**src/rtl/spi_master_transceiver.sv**
```systemverilog
// ---------------------------------------------------------------------------
// spi_master_transceiver
//
// SPI master, mode 0 (CPOL=0, CPHA=0), 16-bit frames, MSB first. Local logic
// hands over a word with a tx_data_ready pulse; the block frames it with
// spi_cs_n, generates spi_clk = clk/(2*CLK_DIV), shifts the word out on
// spi_mosi and collects spi_miso into rx_data, pulsing rx_data_ready once the
// frame is complete.
//
// Ports:
//   clk            system clock
//   rst_n          asynchronous reset, active low
//   tx_data_ready  start request (rising level accepted), samples tx_data
//   tx_data        16-bit word to transmit
//   tx_ready       high when a start request will be accepted
//   busy           high from start acceptance until back in IDLE
//   rx_data_ready  one-cycle strobe qualifying rx_data
//   rx_data        last received word, held between frames
//   spi_clk        SPI clock, idles low
//   spi_cs_n       slave select, active low
//   spi_mosi       serial data to the slave
//   spi_miso       serial data from the slave (asynchronous)
//
// Build option:
//   SPI_MASTER_BURST_EN  adds a one-word pending buffer so back-to-back words
//                        are sent under a single spi_cs_n assertion.
// ---------------------------------------------------------------------------
module spi_master_transceiver #(
    parameter int CLK_DIV  = 8,
    parameter int CS_SETUP = 4,
    parameter int CS_HOLD  = 4,
    parameter int CS_IDLE  = 4
) (
    input  logic        clk,
    input  logic        rst_n,
    input  logic        tx_data_ready,
    input  logic [15:0] tx_data,
    output logic        tx_ready,
    output logic        busy,
    output logic        rx_data_ready,
    output logic [15:0] rx_data,
    output logic        spi_clk,
    output logic        spi_cs_n,
    output logic        spi_mosi,
    input  logic        spi_miso
);

    typedef enum logic [2:0] {IDLE, SETUP, SHIFT, HOLD, GAP} state_e;

    localparam logic [7:0] DIV_LAST   = 8'(CLK_DIV - 1);
    localparam logic [7:0] SETUP_LAST = 8'(CS_SETUP - 1);
    localparam logic [7:0] HOLD_LAST  = 8'(CS_HOLD - 1);
    localparam logic [7:0] IDLE_LAST  = 8'(CS_IDLE - 1);

    state_e      state_q;
    logic [7:0]  cnt_q;
    logic [3:0]  bit_q;
    logic [15:0] tx_shift_q;
    logic [15:0] rx_shift_q;
    logic [15:0] rx_data_q;
    logic        miso_s1_q, miso_s2_q;
    logic        req_prev_q;
    logic        spi_clk_q, spi_cs_n_q, busy_q, tx_ready_q, rx_rdy_q;

    logic        take;
    logic [15:0] rx_next;

    // Only a fresh rising request starts work; a level held high is one request.
    assign take    = tx_data_ready & ~req_prev_q;
    assign rx_next = {rx_shift_q[14:0], miso_s2_q};

`ifdef SPI_MASTER_BURST_EN
    logic [15:0] pend_q;
    logic        pend_vld_q;
    logic [15:0] start_word;

    // A word parked during HOLD/GAP takes priority when IDLE is reached.
    assign start_word = pend_vld_q ? pend_q : tx_data;
`endif

    assign tx_ready      = tx_ready_q;
    assign busy          = busy_q;
    assign rx_data_ready = rx_rdy_q;
    assign rx_data       = rx_data_q;
    assign spi_clk       = spi_clk_q;
    assign spi_cs_n      = spi_cs_n_q;
    // MOSI is the shift register MSB; it empties to zero after 16 shifts,
    // which gives the idle-low level between frames.
    assign spi_mosi      = tx_shift_q[15];

    always_ff @(posedge clk or negedge rst_n) begin
        if (!rst_n) begin
            miso_s1_q <= 1'b0;
            miso_s2_q <= 1'b0;
        end else begin
            miso_s1_q <= spi_miso;
            miso_s2_q <= miso_s1_q;
        end
    end

    always_ff @(posedge clk or negedge rst_n) begin
        if (!rst_n) begin
            state_q    <= IDLE;
            cnt_q      <= 8'd0;
            bit_q      <= 4'd0;
            tx_shift_q <= 16'd0;
            rx_shift_q <= 16'd0;
            rx_data_q  <= 16'd0;
            req_prev_q <= 1'b0;
            spi_clk_q  <= 1'b0;
            spi_cs_n_q <= 1'b1;
            busy_q     <= 1'b0;
            tx_ready_q <= 1'b1;
            rx_rdy_q   <= 1'b0;
`ifdef SPI_MASTER_BURST_EN
            pend_q     <= 16'd0;
            pend_vld_q <= 1'b0;
`endif
        end else begin
            rx_rdy_q   <= 1'b0;
            req_prev_q <= tx_data_ready;
`ifdef SPI_MASTER_BURST_EN
            if (state_q != IDLE && take && !pend_vld_q) begin
                pend_q     <= tx_data;
                pend_vld_q <= 1'b1;
                tx_ready_q <= 1'b0;
            end
`endif
            case (state_q)
                IDLE: begin
`ifdef SPI_MASTER_BURST_EN
                    if (pend_vld_q || take) begin
                        tx_shift_q <= start_word;
                        pend_vld_q <= 1'b0;
                        tx_ready_q <= 1'b1;
`else
                    if (take) begin
                        tx_shift_q <= tx_data;
                        tx_ready_q <= 1'b0;
`endif
                        spi_cs_n_q <= 1'b0;
                        busy_q     <= 1'b1;
                        cnt_q      <= 8'd0;
                        state_q    <= SETUP;
                    end
                end
                SETUP: begin
                    if (cnt_q == SETUP_LAST) begin
                        cnt_q   <= 8'd0;
                        bit_q   <= 4'd0;
                        state_q <= SHIFT;
                    end else begin
                        cnt_q <= cnt_q + 8'd1;
                    end
                end
                SHIFT: begin
                    if (cnt_q != DIV_LAST) begin
                        cnt_q <= cnt_q + 8'd1;
                    end else begin
                        cnt_q <= 8'd0;
                        if (!spi_clk_q) begin
                            spi_clk_q <= 1'b1;
                        end else begin
                            // End of high phase: sample MISO, falling edge moves MOSI.
                            spi_clk_q  <= 1'b0;
                            rx_shift_q <= rx_next;
                            tx_shift_q <= {tx_shift_q[14:0], 1'b0};
                            bit_q      <= bit_q + 4'd1;
                            if (bit_q == 4'd15) begin
`ifdef SPI_MASTER_BURST_EN
                                if (pend_vld_q) begin
                                    // Chain the next word without releasing CS.
                                    rx_data_q  <= rx_next;
                                    rx_rdy_q   <= 1'b1;
                                    tx_shift_q <= pend_q;
                                    pend_vld_q <= 1'b0;
                                    tx_ready_q <= 1'b1;
                                end else begin
                                    state_q <= HOLD;
                                end
`else
                                state_q <= HOLD;
`endif
                            end
                        end
                    end
                end
                HOLD: begin
                    if (cnt_q == HOLD_LAST) begin
                        rx_data_q  <= rx_shift_q;
                        rx_rdy_q   <= 1'b1;
                        spi_cs_n_q <= 1'b1;
                        tx_shift_q <= 16'd0;
                        cnt_q      <= 8'd0;
                        state_q    <= GAP;
                    end else begin
                        cnt_q <= cnt_q + 8'd1;
                    end
                end
                GAP: begin
                    if (cnt_q == IDLE_LAST) begin
                        busy_q  <= 1'b0;
`ifndef SPI_MASTER_BURST_EN
                        tx_ready_q <= 1'b1;
`endif
                        cnt_q   <= 8'd0;
                        state_q <= IDLE;
                    end else begin
                        cnt_q <= cnt_q + 8'd1;
                    end
                end
                default: state_q <= IDLE;
            endcase
        end
    end

endmodule
```
**config.mk**
```make
export PLATFORM = sky130hd
export DESIGN_NAME = spi_master_transceiver
export DESIGN_NICKNAME = d
export VERILOG_FILES = /design/src/rtl/spi_master_transceiver.sv
export SDC_FILE = /design/constraint.sdc
export NUM_CORES = 1
export LEC_CHECK = 0
export CORE_UTILIZATION = 30
export CTS_CLUSTER_SIZE = 20
export DETAILED_ROUTE_END_ITERATION = 8
export DONT_BUFFER_PORTS = 1
export PLACE_DENSITY = 0.41
export SLEW_MARGIN = 20
export SYNTH_ARGS = -nofsm -noshare
export SYNTH_HDL_FRONTEND = slang
export SYNTH_SLANG_ARGS = --single-unit
```
**constraint.sdc**
```tcl
create_clock -name clk -period 2.9 [get_ports clk]
set_clock_uncertainty 0.05 [all_clocks]
set_input_delay 0.29 -clock clk [delete_from_list [all_inputs] [get_ports clk]]
set_output_delay 0.29 -clock clk [all_outputs]
set_load 0.01 [all_outputs]
```
==> flow_metrics.env <==
export IMPL_vias=2203
export IMPL_postCtsHoldBufs=4
export IMPL_port_buffer_count=0
export IMPL_path_clk_slew_ps=80
export IMPL_switching_share_pct=35.0
export IMPL_gp_congestion=0.749
export IMPL_vias_per_cell=4.90
export IMPL_die_x_um=108
export IMPL_drv_cap=0
export IMPL_yosysSeqAreaShare_pct=52.9
export IMPL_synthDistinctLibCells=50
export IMPL_ff2ff_setup_slack_ps=590
export IMPL_netlist_area_mm2=0.00336
export IMPL_yosys_area_share_simple_pct=14.3
export IMPL_yosys_warnings=0
export IMPL_num_rows=38
export IMPL_timing_critical_path_arrival_ps=2530
export IMPL_cts_setup_buffers=0
export IMPL_avgSynthCellArea_um2=11.4
export IMPL_internal_power_mw=2.12
export IMPL_period_share_pct=79.5
export IMPL_synth_top_family_by_area="multiplexers"
export IMPL_synthArstFlopShare_pct=100
export IMPL_min_period_ps=2310
export IMPL_cts_tree="built"
export IMPL_cts_max_path_buffers=2
export IMPL_grt_pass1_wl_um=11700
export IMPL_overflow=0
export IMPL_final_max_slew_violation_count=0
export IMPL_vdd_drop_max_mv=0.314
export IMPL_clkPwrFrac_pct=27.0
export IMPL_drive_gt1_share_pct=24.2
export IMPL_ys_seq_elements=71
export IMPL_syn_nets=318
export IMPL_grt_antenna_before_repair=0
export IMPL_synth_edf_count=0
export IMPL_worst_slew_pin_slew_ps=435
export IMPL_combPwrFrac_pct=32.8
export IMPL_power_leakage_nw=1.82
export IMPL_setup_viol=0
export IMPL_fin_cells=450
export IMPL_hold_viol_final=0
export IMPL_clock_sinks=71
export IMPL_cts_buffers=9
export IMPL_first_iter_violations=77
export IMPL_pwr_share_seq_pct=40.2
export IMPL_max_slew_margin_pct=71.0
export IMPL_clock_latency_ps=350
export IMPL_rsz0062_at_grt="no"
export IMPL_synth_ff_type="dfrtp_1"
export IMPL_grt_pass1_vias=2275
export IMPL_hold_class="input pin to register"
export IMPL_synthAdderAreaFrac_pct=0.744
export IMPL_synth_cells=296
export IMPL_status="finished clean"
export IMPL_max_freq_mhz=434
export IMPL_initial_core_util_pct=30.9
export IMPL_grt_max_degree=72
export IMPL_antenna_left=0
export IMPL_drc=0
export IMPL_p_switching_mw=1.14
export IMPL_drt_wl_total_um=6920
export IMPL_htreeDepth=3
export IMPL_die_h_um=108
export IMPL_path_max_fanout=8
export IMPL_ioPinCount=42
export IMPL_crit_type="register to register"
export IMPL_coreArea_mm2=0.0109
export IMPL_syn2layout_area_growth_pct=13.4
export IMPL_post_place_cells=430
export IMPL_cp_required_ps=3120
export IMPL_synth_xor_area_share_pct=0.521
export IMPL_muxShareOfSynthArea_pct=16.9
export IMPL_final_nets=327
export IMPL_root_buffer="clkbuf_8"
export IMPL_die_area_mm2=0.0116
export IMPL_cts_resized=0
export IMPL_wl_per_cell_um=15.4
export IMPL_firstDrtPassIters=4
export IMPL_n_antenna_cell=0
export IMPL_dp_hpwl_um=4520
export IMPL_setup_tns_ps=0
export IMPL_synth_compound_area_share_pct=9.75
export IMPL_start_kind="register"
export IMPL_grt_util_all_layers_pct=13.3
export IMPL_power_density_mw_per_mm2=856
export IMPL_crit_path_end_kind="register"
==> state kept, by name, summed over array words and instances, names as in the netlist <==
| name | count |
|---|---|
| rx_shift_q | 16 |
| rx_data_ready | 1 |
| tx_ready | 1 |
| rx_data | 16 |
| spi_clk | 1 |
| miso_s1_q | 1 |
| cnt_q | 8 |
| busy | 1 |
| bit_q | 4 |
| spi_cs_n | 1 |
| tx_shift_q | 16 |
| req_prev_q | 1 |
| miso_s2_q | 1 |
| state_q | 3 |
==> Yosys cell counts (3+ instances only) <==
library cell  count  area [um2]
nor2b_1           3        18.8
a31oi_1           4        25.0
o31ai_1           8        60.1
a21oi_1          27         135
mux2i_1          15         150
nand3_1          10        50.1
mux2_2           25         282
clkbuf_1         10        37.5
dfrtp_1          69        1730
nand2_1           9        33.8
or3_1             4        25.0
mux2_4            9         135
nor3_1           16        80.1
o21ai_0           4        20.0
nand2b_1          3        18.8
nor2_1            9        33.8
nor4_1            5        31.3
and3_1            3        18.8
inv_1            19        71.3
buf_6             3        33.8
==> worst max-delay path, cell delays in order (launching register included) <==
cell and delay [ps]:
dfrtp_1 400, ha_1 180, or4b_2 650, o31ai_1 270, nand3_2 260, buf_4 260
mux2i_1 160
==> final timing paths <==
path | start | to | cells past startpoint
worst max-delay path | cnt_q[0] | tx_shift_q[0] | 6
worst min-delay path | tx_data[0] | tx_shift_q[0] | 2
worst max register to register | cnt_q[0] | tx_shift_q[0] | 6
worst min register to register | miso_s1_q | miso_s2_q | 0
max in group asynchronous | rst_n | tx_ready | 2
min in group asynchronous | rst_n | miso_s1_q | 2
==> stage by stage <==
| stage | setup slack, ps | hold slack [ps] | utilization [%] | cell area, um2 | total power, mW |
|---|---|---|---|---|---|
| 2_1_floorplan | 622 | -55.6 | - | 3360 | 2.13 |
| 3_3_place_gp | 606 | -54.1 | 32.4 | 3530 | 2.37 |
| 3_5_place_dp | 577 | -54.2 | 32.4 | 3530 | 2.39 |
| 4_1_cts | 558 | 5.50 | 35.0 | 3810 | 3.33 |
| 5_1_grt | 449 | 49.9 | 35.0 | 3810 | 3.51 |
| 6_report | 594 | 30.0 | 35.0 | 3810 | 3.26 |
==> layout make-up <==
| cell class | instances | area, um2 |
|---|---|---|
| Clock inverter | 5 | 81.3 |
| Clock buffer | 11 | 141 |
| Timing Repair Buffer | 16 | 148 |
| Inverter | 19 | 71.3 |
| Sequential cell | 71 | 1780 |
| Fill cell | 1080 | 7080 |
| Tap cell | 140 | 175 |
| Multi-Input combinational cell | 188 | 1420 |
==> cells in the final DEF, fill, tap and decap left out, drive strengths merged, types with 6 or more instances in the layout <==
master	Yosys	final
nand3	12	12
o31ai	8	8
mux2i	15	15
nor2	10	10
nor4	6	6
clkbuf	12	11
a21oi	27	27
inv	19	19
dfrtp	69	69
buf	6	13
nand2	10	10
nor3	16	16
mux2	34	34
==> power by group through the flow <==
stage,sequential [mW],clock [mW],combinational (mW)
2_1_floorplan,1.25,0,0.885
3_3_place_gp,1.33,0,1.05
3_5_place_dp,1.33,0,1.05
4_1_cts,1.31,0.935,1.08
5_1_grt,1.34,0.963,1.21
6_report,1.31,0.881,1.07
==> metal layers <==
layer	up-vias	track usage (%)	wire (um)
met2	49	18.7	3000
met3	5	5.02	425
met5	-	0	0
met4	0	5.58	71
li1	1085	-	-
met1	1064	18.1	3430
==> kinds of logic (layout without fill, tap and decap cells) <==
group / Yosys count / after routing
AO/OA/AOI/OAI: 54 / 54
buffers and inverters: 37 / 51
flip-flops: 71 / 71
multiplexers: 49 / 49
AND/OR/NAND/NOR: 81 / 81
adder cells (fa/ha/maj): 2 / 2
XOR/XNOR: 2 / 2
Note: power is estimated with default switching activity, not from simulation.
